### src/rtl/projection_sequencer.sv
// projection_sequencer: frame-level controller for the 3D-to-2D projection
// datapath. Latches the camera for a frame, issues model RAM addresses under
// credit control, buffers results in a first-word-fall-through FIFO and hands
// them downstream on a valid/ready port.
// Optional build macro: SEQ_WATCHDOG_EN (return-timeout watchdog).
//
// Handshake: a triangle transfers on any clock edge where tri_valid and
// tri_ready are both 1; while tri_valid=1 and tri_ready=0, tri_data and
// tri_last hold. issue_valid/proj_valid are one-cycle strobes with no stall.
module projection_sequencer #(
  parameter int SIZE       = 4,
  parameter int ADDRW      = $clog2(SIZE),
  parameter int PIPE_LAT   = 8,
  parameter int FIFO_DEPTH = 4
) (
  input  logic             clk,
  input  logic             rst_n,
  input  logic             frame_start,
  input  logic [29:0]      camera_loc_in,
  output logic [29:0]      camera_loc,
  output logic [ADDRW-1:0] ram_addr,
  output logic             issue_valid,
  input  logic             proj_valid,
  input  logic [63:0]      proj_data,
  output logic             tri_valid,
  input  logic             tri_ready,
  output logic [63:0]      tri_data,
  output logic             tri_last,
  output logic             busy,
  output logic             frame_done,
  output logic             err
);

  localparam int PTRW = $clog2(FIFO_DEPTH);
  // wide enough for fifo_count + inflight (each at most FIFO_DEPTH)
  localparam int CNTW = $clog2(FIFO_DEPTH + 1) + 1;
  localparam int RETW = $clog2(SIZE + 1);
  localparam logic [ADDRW-1:0] LAST_ADDR = ADDRW'(SIZE - 1);

  if (FIFO_DEPTH < 2 || (FIFO_DEPTH & (FIFO_DEPTH - 1)) != 0 || PIPE_LAT < 1) begin : g_bad_param
    $error("projection_sequencer: FIFO_DEPTH must be a power of two >= 2 and PIPE_LAT >= 1");
  end

  typedef enum logic [1:0] {IDLE, ISSUE, DRAIN, DONE} state_t;
  state_t state, state_nxt;

  logic [ADDRW-1:0] issue_cnt;
  logic [RETW-1:0]  ret_cnt;
  logic [CNTW-1:0]  inflight;
  logic [CNTW-1:0]  fifo_count;
  logic [CNTW-1:0]  occupancy;
  logic [PTRW-1:0]  wr_ptr;
  logic [PTRW-1:0]  rd_ptr;
  logic [64:0]      mem [FIFO_DEPTH];

  logic start_acc, has_credit, push_req, push, pop, full, drop, overflow, wd_fire;

  assign start_acc  = (state == IDLE) && frame_start;
  assign occupancy  = fifo_count + inflight;
  assign has_credit = occupancy < CNTW'(FIFO_DEPTH);
  assign full       = fifo_count == CNTW'(FIFO_DEPTH);
  // a return is only legitimate while something is outstanding
  assign push_req   = proj_valid && (inflight != '0);
  assign drop       = proj_valid && (inflight == '0);
  assign pop        = tri_valid && tri_ready;
  assign push       = push_req && (!full || pop);
  assign overflow   = push_req && full && !pop;

  assign ram_addr  = issue_cnt;
  assign tri_valid = fifo_count != '0;
  assign tri_data  = mem[rd_ptr][63:0];
  assign tri_last  = tri_valid && mem[rd_ptr][64];

  // state register
  always_ff @(posedge clk or negedge rst_n) begin
    if (!rst_n) state <= IDLE;
    else        state <= state_nxt;
  end

  // next-state and per-state strobes
  always_comb begin
    state_nxt   = state;
    busy        = 1'b0;
    frame_done  = 1'b0;
    issue_valid = 1'b0;
    case (state)
      IDLE: begin
        if (frame_start) state_nxt = ISSUE;
      end
      ISSUE: begin
        busy        = 1'b1;
        issue_valid = has_credit;
        if (wd_fire)                                state_nxt = DONE;
        else if (has_credit && issue_cnt == LAST_ADDR) state_nxt = DRAIN;
      end
      DRAIN: begin
        busy = 1'b1;
        if (wd_fire) state_nxt = DONE;
        else if (ret_cnt == RETW'(SIZE) && pop && tri_last) state_nxt = DONE;
      end
      DONE: begin
        frame_done = 1'b1;
        state_nxt  = IDLE;
      end
      default: state_nxt = IDLE;
    endcase
  end

  // camera latch, issue/return/inflight counters and sticky error
  always_ff @(posedge clk or negedge rst_n) begin
    if (!rst_n) begin
      camera_loc <= '0;
      issue_cnt  <= '0;
      ret_cnt    <= '0;
      inflight   <= '0;
      err        <= 1'b0;
    end else begin
      if (start_acc) begin
        camera_loc <= camera_loc_in;
        issue_cnt  <= '0;
        ret_cnt    <= '0;
      end else begin
        // the address counter stops on the last address so ram_addr holds
        if (issue_valid && issue_cnt != LAST_ADDR) issue_cnt <= issue_cnt + 1'b1;
        if (push_req) ret_cnt <= ret_cnt + 1'b1;
      end
      if (wd_fire) inflight <= '0;
      else         inflight <= inflight + CNTW'(issue_valid) - CNTW'(push_req);
      if (drop || overflow || wd_fire) err <= 1'b1;
      else if (start_acc)              err <= 1'b0;
    end
  end

  // FIFO pointers and fill level; a watchdog abort empties it
  always_ff @(posedge clk or negedge rst_n) begin
    if (!rst_n) begin
      wr_ptr     <= '0;
      rd_ptr     <= '0;
      fifo_count <= '0;
    end else if (wd_fire) begin
      wr_ptr     <= '0;
      rd_ptr     <= '0;
      fifo_count <= '0;
    end else begin
      if (push) wr_ptr <= wr_ptr + 1'b1;
      if (pop)  rd_ptr <= rd_ptr + 1'b1;
      fifo_count <= fifo_count + CNTW'(push) - CNTW'(pop);
    end
  end

  // FIFO storage: data plus the end-of-frame tag
  always_ff @(posedge clk) begin
    if (push) mem[wr_ptr] <= {(ret_cnt == RETW'(SIZE - 1)), proj_data};
  end

`ifdef SEQ_WATCHDOG_EN
  localparam int WDW = $clog2(2 * PIPE_LAT + 1);
  logic [WDW-1:0] wd_cnt;

  // cycles since the last return while results are outstanding; the abort
  // edge is the one on which it would reach 2*PIPE_LAT, so frame_done lands
  // exactly 2*PIPE_LAT cycles after the last return
  always_ff @(posedge clk or negedge rst_n) begin
    if (!rst_n)                                    wd_cnt <= '0;
    else if (proj_valid)                           wd_cnt <= WDW'(1);
    else if (inflight == '0 || wd_fire || !busy)   wd_cnt <= '0;
    else                                           wd_cnt <= wd_cnt + 1'b1;
  end

  assign wd_fire = (state == ISSUE || state == DRAIN) && !proj_valid &&
                   (inflight != '0) && (wd_cnt == WDW'(2 * PIPE_LAT - 1));
`else
  assign wd_fire = 1'b0;
`endif

endmodule

### config.mk
export PLATFORM = sky130hd
export DESIGN_NAME = projection_sequencer
export DESIGN_NICKNAME = d
export VERILOG_FILES = /design/src/rtl/projection_sequencer.sv
export SDC_FILE = /design/constraint.sdc
export NUM_CORES = 1
export LEC_CHECK = 0
export ABC_AREA = 1
export ABC_CLOCK_PERIOD_IN_PS = 4900
export CAP_MARGIN = 40
export CORE_ASPECT_RATIO = 0.5
export CORE_MARGIN = 10
export CORE_UTILIZATION = 30
export CTS_CLUSTER_DIAMETER = 100
export DETAILED_ROUTE_END_ITERATION = 10
export HOLD_SLACK_MARGIN = 0.03
export SYNTH_ARGS = -nofsm -noshare
export SYNTH_HDL_FRONTEND = slang
export SYNTH_SLANG_ARGS = --single-unit
### constraint.sdc
create_clock -name clk -period 4.9 [get_ports clk]
set_clock_uncertainty 0.15 [all_clocks]
set_input_delay 0.49 -clock clk [delete_from_list [all_inputs] [get_ports clk]]
set_output_delay 0.49 -clock clk [all_outputs]
set_load 0.02 [all_outputs]
Word level (Yosys, flattened, before mapping)
Memories as Yosys holds them, arrays and structs flattened. Index checks and enable logic that the tools add are counted.

Bits in registers: 50. Bits in latches: 0. Memory bits (writable): 260. ROM bits: 0. Input bits: 99. Output and inout bits: 102. Memories kept: 1.

Add/subtract/negate cells: 9. Multiply operators: 0. Divide/modulo/power cells: 0. Order comparisons: 1. Eq/ne operators: 11. Shift-type cells: 0. Mux-type cells: 15. Bitwise logic cells: 0. Reductions and logical operators: 25.

Memories: mem (depth 4, bits a word 65, rd ports 1, clocked after Yosys merged registers in 0, write ports 1, line 54) `logic [64:0] mem [FIFO_DEPTH];`.

Operator list (number): $logic_and A1 B1 Y1 (12); $mux W2 (5); $add A4 B1 Y4 (2); $ne A2 B2 Y1 const B (4); $pmux W2 S4 (1); $reduce_bool A4 Y1 (2); $sub A4 B1 Y4 (2); $mux W1 (7); $add A2 B1 Y2 const B (3); $eq A2 B2 Y1 const B (3); $mux W3 (2); $reduce_bool A2 Y1 (3); $add A4 B4 Y4 (1); $eq A4 B3 Y1 const B (1); $logic_not A4 Y1 (1); $lt A4 B3 Y1 const B (1); $add A3 B1 Y3 const B (1); $eq A3 B2 Y1 const B (1); $eq A3 B3 Y1 const B (1); $reduce_and A3 Y1 (1); $eq A2 B1 Y1 const B (1); $logic_not A1 Y1 (2); $logic_not A2 Y1 (1); $logic_or A1 B1 Y1 (2); $reduce_or A2 Y1 (1).

Longest topological paths before layout
Gate-level depths: netlist of run 1.

Depth in word-level cells: 6. Depth in mapped cells: 12. Mapped depth without buffers: 12.

Worst setup path before layout of run 1
No wires, ideal clock.

Kind: register to register. From: reg fifo_count[2]. To: mem mem[0][0] (enable). Arrival: 3913 ps. Path slack: 349 ps. Cell stages (with the launch flop): 8. Buffers on the path: 0. Path through: dfrtp_1 inv_1 ha_1 nand3_1 nand2_1 nand4_1 nand2_2 nor2_1.

Longest elaborated chain between the ends: 6.

RTL lines: start, declared (line 50) `logic [CNTW-1:0] fifo_count;`; start signal, assigned (line 147) `fifo_count <= fifo_count + CNTW'(push) - CNTW'(pop);`; $reduce_bool A4 Y1 (line 70) `assign tri_valid = fifo_count != '0;`; named net tri_valid (line 25) `output logic tri_valid,`; $logic_and A1 B1 Y1 (line 65) `assign pop = tri_valid && tri_ready;`; $logic_or A1 B1 Y1 (line 66) `assign push = push_req && (!full || pop);`; $logic_and A1 B1 Y1 (line 66); $mux W1 (line 153) `if (push) mem[wr_ptr] <= {(ret_cnt == RETW'(SIZE - 1)), proj_data};`; $mux W1 (not written as such) (line 153); end, declared (line 54).

The timed path passes the listed nets, and every way through them passes these cells.

Final worst setup path of run 1
From: reg rd_ptr[0]. To: out tri_data[52].

Longest elaborated chain between the ends: 1.

RTL lines: start, declared (line 53) `logic [PTRW-1:0] rd_ptr;`; start signal, assigned (line 146) `if (pop) rd_ptr <= rd_ptr + 1'b1;`; $mem_v2 Z4 W65; end, declared (line 27) `output logic [63:0] tri_data,`.

Every way passes these cells.

==> impl_summary.md, run 1 <==
Logic synthesis
Counting instances in the post-synthesis netlist gives the leading cell types as sky130_fd_sc_hd__edfxtp_1, sky130_fd_sc_hd__nor2_1, sky130_fd_sc_hd__nand2_1. The simple-gate area share of the yosys netlist is 9.28%. The dominant combinational cell family by area after synthesis is simple AND/OR/NAND/NOR gates. The cell type with the highest aggregate area in the netlist is sky130_fd_sc_hd__edfxtp_1. The async set-reset flop share out of synthesis is roughly 16%. The most frequently used flop master after synthesis is sky130_fd_sc_hd__edfxtp_1.

The cell area that synthesis handed to floorplanning was 12100 sq um. The count of mapped cells out of synthesis is 924. The xor and xnor area share after synthesis is 0.435%.

sky130_fd_sc_hd__edfxtp_1 is the most common cell in the netlist. After Yosys synthesis, full adders, half adders and majority gates account for roughly 3% of the synthesized area. The yosys synthesis warning count is 0.

The number of nets handed over by synthesis was 1051. After synthesis, flip-flops and latches occupy between 70% and 80% of the total area. In this run the biggest area consumer among cell types represents about 65% of the synthesized area.

The average instance in the mapped netlist occupies 13.1 sq um. The count of flip-flops with a built-in enable after synthesis is 260. The multiplexer area fraction after synthesis is 0%.

By area the synthesized netlist is led by sky130_fd_sc_hd__edfxtp_1, sky130_fd_sc_hd__dfrtp_1, sky130_fd_sc_hd__nor2_1. In this run, distinct cell masters in the synthesized netlist total 28. The share of the synthesized area in compound gates (AO/OA/AOI/OAI) is 9.13%. Synthesis inferred 310 register bits.

Setup path
The type of the setup path with the least slack is register to output pin. The kind of launch point of the worst setup path is a register. Measured in cells, the most critical reg-to-reg path has a length of 11.

The category of the worst setup path capture point is an output pin. In this run the critical register-to-register path is captured at state[1]. At the worst endpoint, the arrival time is about 3.3 ns. The maximum fanout encountered on the critical timing path is 67.

The launch point of the critical path is rd_ptr[0]. The startpoint of the lowest-slack register-to-register path is rd_ptr[0]. The critical path ends at tri_data[52]. The internal reg-to-reg setup slack is 2.07 ns. For the worst setup path, the data required time is 4.26 ns.

Timing
Setup repair after global routing left no endpoint under its margin. Static timing analysis puts the maximum clock frequency at 251 MHz. In the finished design, the share of the clock period the worst path needs comes to about four fifths.

Setup violations remaining at the end of the flow were counted as 0. The pin slew with the least headroom to its limit is between 0.7 and 0.8 ns. The worst hold slack after final layout is approximately 0.31 ns. The minimum clock period is 3.98 ns.

The number of hold-slack violations in the final timing report is 0. The count of final max-slew check failures is 0. The setup TNS after final layout is 0 ns. The worst slew slack as a fraction of its limit is 49.4%.

Routing
The number of design-rule violations left by the first detailed-router iteration is between 300 and 400. The routed layout has 7786 vias. For this run, design rule violations remaining after detail routing come to 0.

The number of iterations in the first detailed-routing pass is 5. The number of vias per cell after detailed routing is 4.63. Wires add up to 30300 microns. The number of routed nets with antenna violations is 0. After detailed routing, the average wire length per cell comes to 18.0 microns.

Die
The starting density of the core is between 30 and 40%. The standard-cell row count is 51. The core box area is 39300 sq um.

The floorplan step defined a die boundary enclosing 49100 sq um. 201 I/O pins were placed. From left edge to right edge, the die measures 304 microns.

The floorplan step set the die height to 162 microns.

GRT
The wire length of the first global-routing pass is 46800 microns. The via count of the first global-routing pass is between 8000 and 9000. The number of antenna violations at the first check in global routing is 1. Global routing finished with a remaining overflow of 0. The maximum number of pins on one net before global-route repair is 68. Global routing used 11.8% of the available tracks across all layers.

Layout
After the flow finishes, the layout carries non-filler instances totaling 1681. From synthesis to final layout, the design area changed by 30.5%. The fraction of final layout cells sized beyond drive strength 1 is around 6.6%. The number of nets in the finished design is 1254. The number of filler instances in the final layout is 3663.

Clock network
The tree is rooted in a sky130_fd_sc_hd__clkbuf_16. The number of buffers created by CTS is 30. The maximum level of the CTS H-tree is 1. The number of gates resized after CTS was 0.

TritonCTS built the clock tree. Clock latency on the worst-skew pair, taken at its later pin, is 0.57 ns. After clock tree synthesis, the setup repair step added 0 buffers.

CTS saw 310 sinks. No sink is reached through more buffers than the 3 on the longest clock path. The number of buffers inserted for hold repair after clock tree synthesis is 1. Clock-pin slew was measured on the worst setup and hold paths at 0.07 ns.

Run
The tool flagged a number of max-cap violations equal to 0.

Power and ir drop
For this design the static power due to leakage is 5.67 nW. VDD sags by at most 0.000305 V. In this run the power density over the cells is 665 nW/um^2.

Hold path
In this run the worst hold path is classified as input pin to register.

Placement
Detailed placement ended at an HPWL of 19100 microns. The count of buffers added on input and output ports is 200. The congestion estimate from routability-driven global placement came to 0.740. The total placed cells including tap cells is 1624.

Outcome
The flow ran to the end, and the final reports show no timing, DRC or antenna violations.
-- sequential cells by signal, summed over array words and instances, names as in the netlist --
name	cells
rd_ptr	2
inflight	4
mem	260
wr_ptr	2
err	1
fifo_count	4
state	2
ram_addr	2
camera_loc	30
ret_cnt	3
-- report_power, final --
part           internal, mW  total, mW  leakage, nW  switching, mW
Clock                  1.18       2.16        0.443          0.976
Sequential             3.56       3.78         3.00          0.222
Combinational          1.78       4.54         2.23           2.76
Total                  6.52       10.5         5.67           3.95
-- critical path, cell delays in order, from the launching register on --
cell and delay (ns):
sky130_fd_sc_hd__dfrtp_4 0.42, sky130_fd_sc_hd__buf_4 0.52, sky130_fd_sc_hd__buf_4 0.66, sky130_fd_sc_hd__o21ai_0 0.18, sky130_fd_sc_hd__o22ai_1 0.27, sky130_fd_sc_hd__clkdlybuf4s50_1 0.66
-- logic make-up (layout without fill, tap and decap cells) --
logic type | after synthesis | after routing
AO/OA/AOI/OAI | 202 | 202
adder cells (fa/ha/maj) | 28 | 28
XOR/XNOR | 6 | 6
buffers and inverters | 91 | 317
flip-flops | 310 | 310
other | 0 | 1
AND/OR/NAND/NOR | 287 | 287
-- metrics by stage --
stage	utilization [%]	setup WS (ns)	power, mW	area, sq um
2_1_floorplan	-	0.349	6.38	12100
3_3_place_gp	37.3	1.49	8.26	14600
3_5_place_dp	37.7	1.45	8.46	14800
4_1_cts	40.1	0.824	10.7	15700
5_1_grt	40.1	0.674	11.2	15700
6_report	40.1	0.916	10.5	15700
-- how the worst min path moves through the flow --
stage | start | to | cells past startpoint | slack, ns
6_report | camera_loc_in[26] | camera_loc[26] | 3 | 0.31
5_1_grt | camera_loc_in[3] | camera_loc[3] | 3 | 0.30
4_1_cts | camera_loc_in[26] | camera_loc[26] | 3 | 0.27
3_5_place_dp | camera_loc[9] | camera_loc[9] | 2 | 0.32
3_3_place_gp | camera_loc[28] | camera_loc[28] | 2 | 0.31
2_1_floorplan | rst_n | camera_loc[0] | 0 | 0.04
-- layout make-up --
class / instances / area (sq um) / area share (%)
Clock buffer: 37 / 777 / 4.93
Sequential cell: 310 / 9060 / 57.6
Timing Repair Buffer: 220 / 2270 / 14.4
Antenna cell: 1 / 2.50 / 0.0159
Tap cell: 530 / 663 / 4.21
Inverter: 42 / 160 / 1.02
Multi-Input combinational cell: 523 / 2670 / 17.0
Clock inverter: 18 / 135 / 0.858
-- routing by layer --
| layer | up-vias | GRT usage, % | wire length (microns) |
|---|---|---|---|
| met2 | 155 | 23.5 | 17100 |
| li1 | 3708 | - | - |
| met5 | - | 0 | 0 |
| met4 | 0 | 2.88 | 629 |
| met3 | 46 | 2.36 | 1340 |
| met1 | 3877 | 12.5 | 11200 |
-- cells in the final DEF (no fill, tap or decap), types with 2 or more instances in the layout --
| cell | count |
|---|---|
| sky130_fd_sc_hd__clkinv_2 | 4 |
| sky130_fd_sc_hd__nand2_1 | 125 |
| sky130_fd_sc_hd__dfrtp_1 | 48 |
| sky130_fd_sc_hd__a21oi_1 | 4 |
| sky130_fd_sc_hd__clkinv_1 | 11 |
| sky130_fd_sc_hd__fa_1 | 2 |
| sky130_fd_sc_hd__xor2_1 | 2 |
| sky130_fd_sc_hd__o21ai_0 | 82 |
| sky130_fd_sc_hd__nor2_1 | 136 |
| sky130_fd_sc_hd__clkbuf_16 | 30 |
| sky130_fd_sc_hd__clkdlybuf4s50_1 | 199 |
| sky130_fd_sc_hd__ha_1 | 26 |
| sky130_fd_sc_hd__nand4_1 | 4 |
| sky130_fd_sc_hd__edfxtp_1 | 260 |
| sky130_fd_sc_hd__buf_12 | 2 |
| sky130_fd_sc_hd__nand3_1 | 13 |
| sky130_fd_sc_hd__o22ai_1 | 65 |
| sky130_fd_sc_hd__xnor2_1 | 4 |
| sky130_fd_sc_hd__nand2_2 | 2 |
| sky130_fd_sc_hd__inv_2 | 5 |
| sky130_fd_sc_hd__inv_1 | 35 |
| sky130_fd_sc_hd__clkbuf_1 | 7 |
| sky130_fd_sc_hd__buf_4 | 12 |
| sky130_fd_sc_hd__o21ai_1 | 48 |
| sky130_fd_sc_hd__buf_16 | 5 |
| sky130_fd_sc_hd__nor2_4 | 4 |
Note: power is estimated with default switching activity, not from simulation.
==> inputs of run 2 (changes only) <==
- ABC_CLOCK_PERIOD_IN_PS: 4900 -> 4050
- clock period: 4.9 -> 4.05 ns (I/O delays scaled with it)
==> impl_summary.md, run 2 (synthesis results as in run 1) <==
Clock network
For this design, the sink count on the clock tree is 310. CTS built an H-tree with a depth of 1. TritonCTS built the clock tree.

The clock root buffer master is sky130_fd_sc_hd__clkbuf_16. The source-to-sink clock delay at the later pin of the worst-skew pair is between 0.5 and 0.6 ns. The number of buffers created by CTS is 29. After clock tree synthesis, the clock-pin slew on the worst setup and hold paths is 0.06 ns. The quantity of gates resized following cts is 0.

The maximum root-to-sink buffer count is 3.

Layout
The final instance area is 15700 sq um. The commonest non-fill, non-tap cell in the layout is sky130_fd_sc_hd__edfxtp_1. The largest registers in the layout are mem (260), camera_loc (30). The number of flip-flops in the largest register is 260. More flip-flops sit in one register than any other, and that register is mem. The area of the multi-input gates is between 2000 and 3000 sq um.

The post-route netlist has 6.89% of its cells at a drive strength greater than 1. The net count of the finished layout is 1251. The register area is 9060 sq um. The top cell types in the final layout, fill and taps aside, are sky130_fd_sc_hd__edfxtp_1, sky130_fd_sc_hd__clkdlybuf4s50_1, sky130_fd_sc_hd__nor2_1, sky130_fd_sc_hd__nand2_1, sky130_fd_sc_hd__o21ai_0. Relative to the synthesized area, the layout overhead comes to 29.7%. The number of filler instances in the final layout is 3645.

The finished layout holds between 1500 and 2000 standard cells, fillers aside.

Die
The standard-cell row count is 51. The die area is 49100 sq um. The die is 304 microns wide.

Once the floorplan was initialized, standard cells occupied a little under a third of the core. The y dimension of the die is 162 microns. The core box area is 39300 sq um. For this design the top-level I/O count stands at between 200 and 250.

Timing
Setup violations remaining at the end of the flow were counted as 0. The number of hold-slack violations in the final timing report is 0. The count of final max-slew check failures is 0. The minimum clock period is approximately 3.7 ns. After layout, the worst path uses between 90% and 100% of the clock period. Across all hold checks on the routed design, the worst slack comes to roughly 0.18 ns. The worst slew slack as a fraction of its limit is 47.9%. Setup repair after global routing left no endpoint under its margin. The maximum frequency from static timing analysis is 273 MHz. The pin slew with the least headroom to its limit is 0.781 ns. For the final routed database, the setup TNS stands at 0 ns.

Power and ir drop
The power density over the cells is 801 nW/um^2. Summed over all cells, the static leakage comes to 5.63 nW. The worst voltage drop across the vdd grid is between 0.0003 and 0.0004 V.

Placement
The total placed instance area is 14800 sq um. Once detailed placement completed, the half-perimeter wirelength came to 19200 microns. The final RePlAce weighted congestion is 0.762. After detailed placement, the design holds a cell count of 1622. The number of input and output port buffers inserted is 200.

GRT
The first global-routing pass estimated 46300 microns of wire. The maximum number of pins on one net before global-route repair is 68. The number of antenna violations at the first check in global routing is 1. The via count of the first global-routing pass is 8166. The global-route usage over all layers is 11.6%. The residual overflow from global routing is 0.

Setup path
Of all nets on the critical path, the largest fanout is 67. The endpoint arrival time on the critical path is between 3 and 4 ns. For this run, the slowest stage of the critical path takes approximately 0.75 ns. STA puts the critical path data required time at 3.49 ns. Traced cell by cell, the critical path runs through inv_4 -> buf_12 -> nor2_1 -> o22ai_1 -> clkdlybuf4s50_1. The category of the worst setup path capture point is an output pin. The critical path is of the register to output pin type.

The worst-path cell with the longest stage delay is sky130_fd_sc_hd__dfrtp_4. The kind of launch point of the worst setup path is a register.

Routing
Summing over every cut layer, the via total after detailed routing is about 8000. For this run, design rule violations remaining after detail routing come to 0. The pre-antenna-repair detailed-routing pass consisted of 4 iterations. The total wirelength of the detailed-routed design is between 30000 and 40000 microns. The number of design-rule violations left by the first detailed-router iteration is 422. The number of vias per cell after detailed routing is 4.67. The number of routed nets with antenna violations is 0.

The average wire length per cell after detail routing is 18.0 microns.

Hold path
The type of the tightest min-delay check is input pin to async pin.

Outcome
The flow ran to the end, and the final reports show no timing, DRC or antenna violations.

Run
Max-cap violations in this run came to 0.
## run 2: cell types whose count changed in the layout (fill, tap and decap cells not counted)
| cell | previous run | this run |
|---|---|---|
| sky130_fd_sc_hd__clkinv_16 | 1 | 0 |
| sky130_fd_sc_hd__clkbuf_16 | 30 | 29 |
| sky130_fd_sc_hd__buf_16 | 5 | 1 |
| sky130_fd_sc_hd__buf_4 | 12 | 10 |
| sky130_fd_sc_hd__bufinv_16 | 1 | 0 |
| sky130_fd_sc_hd__clkbuf_1 | 7 | 5 |
| sky130_fd_sc_hd__clkinvlp_4 | 0 | 3 |
| sky130_fd_sc_hd__inv_16 | 0 | 1 |
| sky130_fd_sc_hd__clkinv_2 | 4 | 8 |
| sky130_fd_sc_hd__clkinv_1 | 11 | 7 |
| sky130_fd_sc_hd__buf_12 | 2 | 6 |
## run 2: worst max-delay path, delay by kind of cell, from the launching register on
family / cells / cell delay [ns]
AOI/OAI and AO/OA: 1 / 0.29
DFF: 1 / 0.75
and+or+nand+nor: 1 / 0.09
buffers and inverters: 3 / 1.35
## run 2: worst paths after layout
path                                   startpoint             end  slack [ns]  cells past startpoint
worst min-delay path                        rst_n  camera_loc[22]        0.18                      2
worst max register to register      fifo_count[2]   fifo_count[2]        1.20                     12
min in group clk                camera_loc_in[26]  camera_loc[26]        0.23                      3
max in group asynchronous                   rst_n       rd_ptr[0]        2.70                      3
worst max-delay path                    rd_ptr[0]    tri_data[42]        0.39                      5
worst min register to register     camera_loc[16]  camera_loc[16]        0.33                      2
## run 2: cell type report
| class | count | share of cell area, % |
|---|---|---|
| diodes | 1 | 0.0160 |
| clock buffers | 34 | 4.76 |
| clock inverters | 20 | 0.783 |
| inverters | 42 | 1.02 |
| multi-input cells | 523 | 17.1 |
| flip-flops and latches | 310 | 57.9 |
| well taps | 530 | 4.24 |
| repair buffers | 218 | 14.2 |
## run 2: metrics by stage
stage | power (mW) | util (%) | setup slack [ns]
2_1_floorplan | 7.72 | - | -0.501
3_5_place_dp | 10.2 | 37.6 | 1.01
5_1_grt | 13.3 | 39.8 | 0.268
6_report | 12.5 | 39.8 | 0.389
3_3_place_gp | 10.0 | 37.5 | 1.04
4_1_cts | 12.8 | 39.8 | 0.338
## run 2: routing by layer
| metal | GRT usage (%) | wire length (microns) | vias up |
|---|---|---|---|
| met3 | 2.27 | 1040 | 57 |
| met2 | 22.6 | 16600 | 136 |
| met5 | 0 | 0 | - |
| met4 | 3.01 | 683 | 0 |
| li1 | - | - | 3705 |
| met1 | 12.8 | 11800 | 3938 |
## run 2: report_power, final
group | total [mW] | leakage, nW | switching, mW | internal [mW]
sequential | 4.74 | 3.00 | 0.436 | 4.31
combinational | 5.29 | 2.21 | 3.16 | 2.13
clock | 2.51 | 0.423 | 1.18 | 1.33
total | 12.5 | 5.63 | 4.78 | 7.76
## run 2: repair_timing
item                      CTS  global route
hold buffers                1             0
setup buffers               0             0
hold endpoints to repair   20             0
==> inputs of run 3 (changes only) <==
- CORE_UTILIZATION: 30 -> 35
==> impl_summary.md, run 3 (synthesis results as in run 1) <==
Outcome
The run finished with clean final reports.

Routing
In the final routed layout, each cell accounts on average for roughly 19 microns. The total wirelength of the detailed-routed design is between 20000 and 30000 microns. In the routed design, unresolved DRC markers number 0. The first detailed-routing pass took 5 iterations. The routed layout has 7769 vias.

The number of design-rule violations left by the first detailed-router iteration is 522. The number of routed nets with antenna violations is 0. After detailed routing, the number of vias per cell comes to 4.89.

Setup path
The critical path required time is roughly 3.5 ns. STA classifies the critical path startpoint as a register. The category of the worst setup path capture point is an output pin. The type of the setup path with the least slack is register to output pin. The endpoint arrival time on the critical path is between 2 and 3 ns. Along the worst path, the maximum fanout reaches 42.

GRT
Entering global routing, the biggest net connects ~130 pins. The via count of the first global-routing pass is 8101. Summed over all layers, the global routing overflow is 0. The first global-routing pass estimated between 40000 and 50000 microns of wire. The number of antenna violations at the first check in global routing came to 1. The global-route usage over all layers is 13.6%.

Timing
Setup repair after global routing left no endpoint under its margin. The pin slew with the least headroom to its limit is 0.578 ns. The count of final setup violators is 0. The number of hold-slack violations in the final timing report is 0. Adding up every negative setup slack in the final design gives 0 ns. The worst slew slack as a fraction of its limit is 61.5%. The final critical path takes up 87.4% of the cycle.

The minimum clock period is between 3 and 4 ns. The maximum frequency from static timing analysis is roughly 280 MHz. The count of final max-slew check failures is 0.

Die
In this run the vertical extent of the chip is 151 microns. The die area is 42800 sq um. The I/O pin count is 201. The die boundary width is 283 microns. The initial utilization of the core area, before any placement, comes to between 30% and 40%. The core box area is approximately 34000 sq um.

The standard-cell row count is 47.

Clock network
The later pin in the worst-skew pair is clocked with a latency of roughly 0.56 ns. The clock net in this run drives a total of 310 sinks. The clock root buffer master is sky130_fd_sc_hd__clkbuf_16. Post-CTS timing repair inserted 0 buffers for setup. The clock-pin transition on the worst setup and hold timing paths is roughly 0.070 ns. The number of buffers created by CTS is 29.

CTS built an H-tree with a depth of 1. The TritonCTS clock tree is done. The maximum root-to-sink buffer count is 3.

Run
The total of max-cap violations is 0.

Placement
The number of input and output port buffers inserted is 200. The total placed cells including tap cells is 1532. The half-perimeter wire length after placement is 18200 microns. The final RePlAce weighted congestion is 0.726.

Layout
The largest registers in the layout are mem (260), camera_loc (30). The number of flip-flops in the largest register is 260. The library cell used most frequently in the layout, excluding fill and tap cells, is sky130_fd_sc_hd__edfxtp_1. The number of nets in the finished design is 1250. The register with the most flip-flops in the final layout is mem. In the final layout, the share of cells above drive strength 1 is under 10%.

Leaving out fill and tap cells, the most frequent cells in the layout are sky130_fd_sc_hd__edfxtp_1, sky130_fd_sc_hd__clkdlybuf4s50_1, sky130_fd_sc_hd__nor2_1, sky130_fd_sc_hd__nand2_1, sky130_fd_sc_hd__o21ai_0. The area growth from synthesis to layout is 30.5%. The final instance count without filler cells is approximately 1600.

Power and ir drop
The worst voltage drop across the vdd grid is 0.000416 V. The leakage power is roughly 5.7 nW. Dividing total power by cell area gives a power density of 829 nW/um^2.

Hold path
The worst hold path belongs to the class input pin to async pin.
==> run 3: changes by cell type in the layout (fill, tap and decap cells not counted), sizes merged <==
cell      previous run  this run
clkinv              16        11
clkinvlp             3         0
inv                 43        42
buf                 18        17
diode                1         2
bufinv               0         8
==> run 3: worst max-delay path, stage by stage (launching register included) <==
cell	delay [ns]
sky130_fd_sc_hd__dfrtp_4	0.50
sky130_fd_sc_hd__inv_4	0.35
sky130_fd_sc_hd__buf_4	0.48
sky130_fd_sc_hd__o21ai_0	0.14
sky130_fd_sc_hd__o22ai_1	0.24
sky130_fd_sc_hd__clkdlybuf4s50_1	0.68
==> run 3: stage by stage <==
stage | util [%] | total power [mW] | area [sq um] | hold slack, ns | setup slack [ns]
after floorplan | - | 7.72 | 12100 | -0.0406 | -0.501
after global placement | 43.7 | 10.1 | 14600 | 0.266 | 1.08
after CTS | 47.0 | 13.3 | 15700 | 0.200 | 0.474
after global routing | 47.0 | 13.9 | 15800 | 0.228 | 0.346
final | 47.0 | 13.1 | 15800 | 0.224 | 0.511
after detailed placement | 43.8 | 10.2 | 14700 | 0.279 | 1.10
==> run 3: timing repair <==
item,4_1_cts,5_1_grt
hold buffers,1,0
hold endpoints to repair,23,0
resized for setup,0,0
==> run 3: cell type report <==
cell class / instances / area (sq um)
Fill cell: 2935 / 17800
Sequential cell: 310 / 9060
Multi-Input combinational cell: 523 / 2670
Timing Repair Buffer: 217 / 2250
Clock buffer: 34 / 754
Tap cell: 441 / 552
Clock inverter: 19 / 300
Inverter: 42 / 160
Antenna cell: 2 / 5.00
==> run 3: path summary, 6_finish.rpt <==
path / startpoint / endpoint / slack, ns / cells past startpoint
hold / removal: rst_n / camera_loc[9] / 0.22 / 2
setup reg to reg: fifo_count[2] / fifo_count[2] / 1.24 / 12
setup / recovery: rd_ptr[0] / tri_data[0] / 0.51 / 5
min in group clk: camera_loc_in[22] / camera_loc[22] / 0.23 / 3
hold reg to reg: camera_loc[20] / camera_loc[20] / 0.33 / 2
max in group asynchronous: rst_n / rd_ptr[0] / 2.71 / 3
==> run 3: layer usage <==
metal / routed length [microns] / global-route usage, % / vias up
met3: 1050 / 2.56 / 41
met4: 574 / 3.73 / 0
met2: 16200 / 25.5 / 123
met1: 11800 / 15.7 / 3900
li1: - / - / 3705
met5: 0 / 0 / -
==> run 3: report_power, final <==
group | leakage [nW] | internal, mW | switching, mW | total (mW)
combinational | 2.21 | 2.14 | 3.32 | 5.46
clock | 0.513 | 1.84 | 1.17 | 3.01
sequential | 3.00 | 4.31 | 0.282 | 4.59
total | 5.72 | 8.29 | 4.77 | 13.1
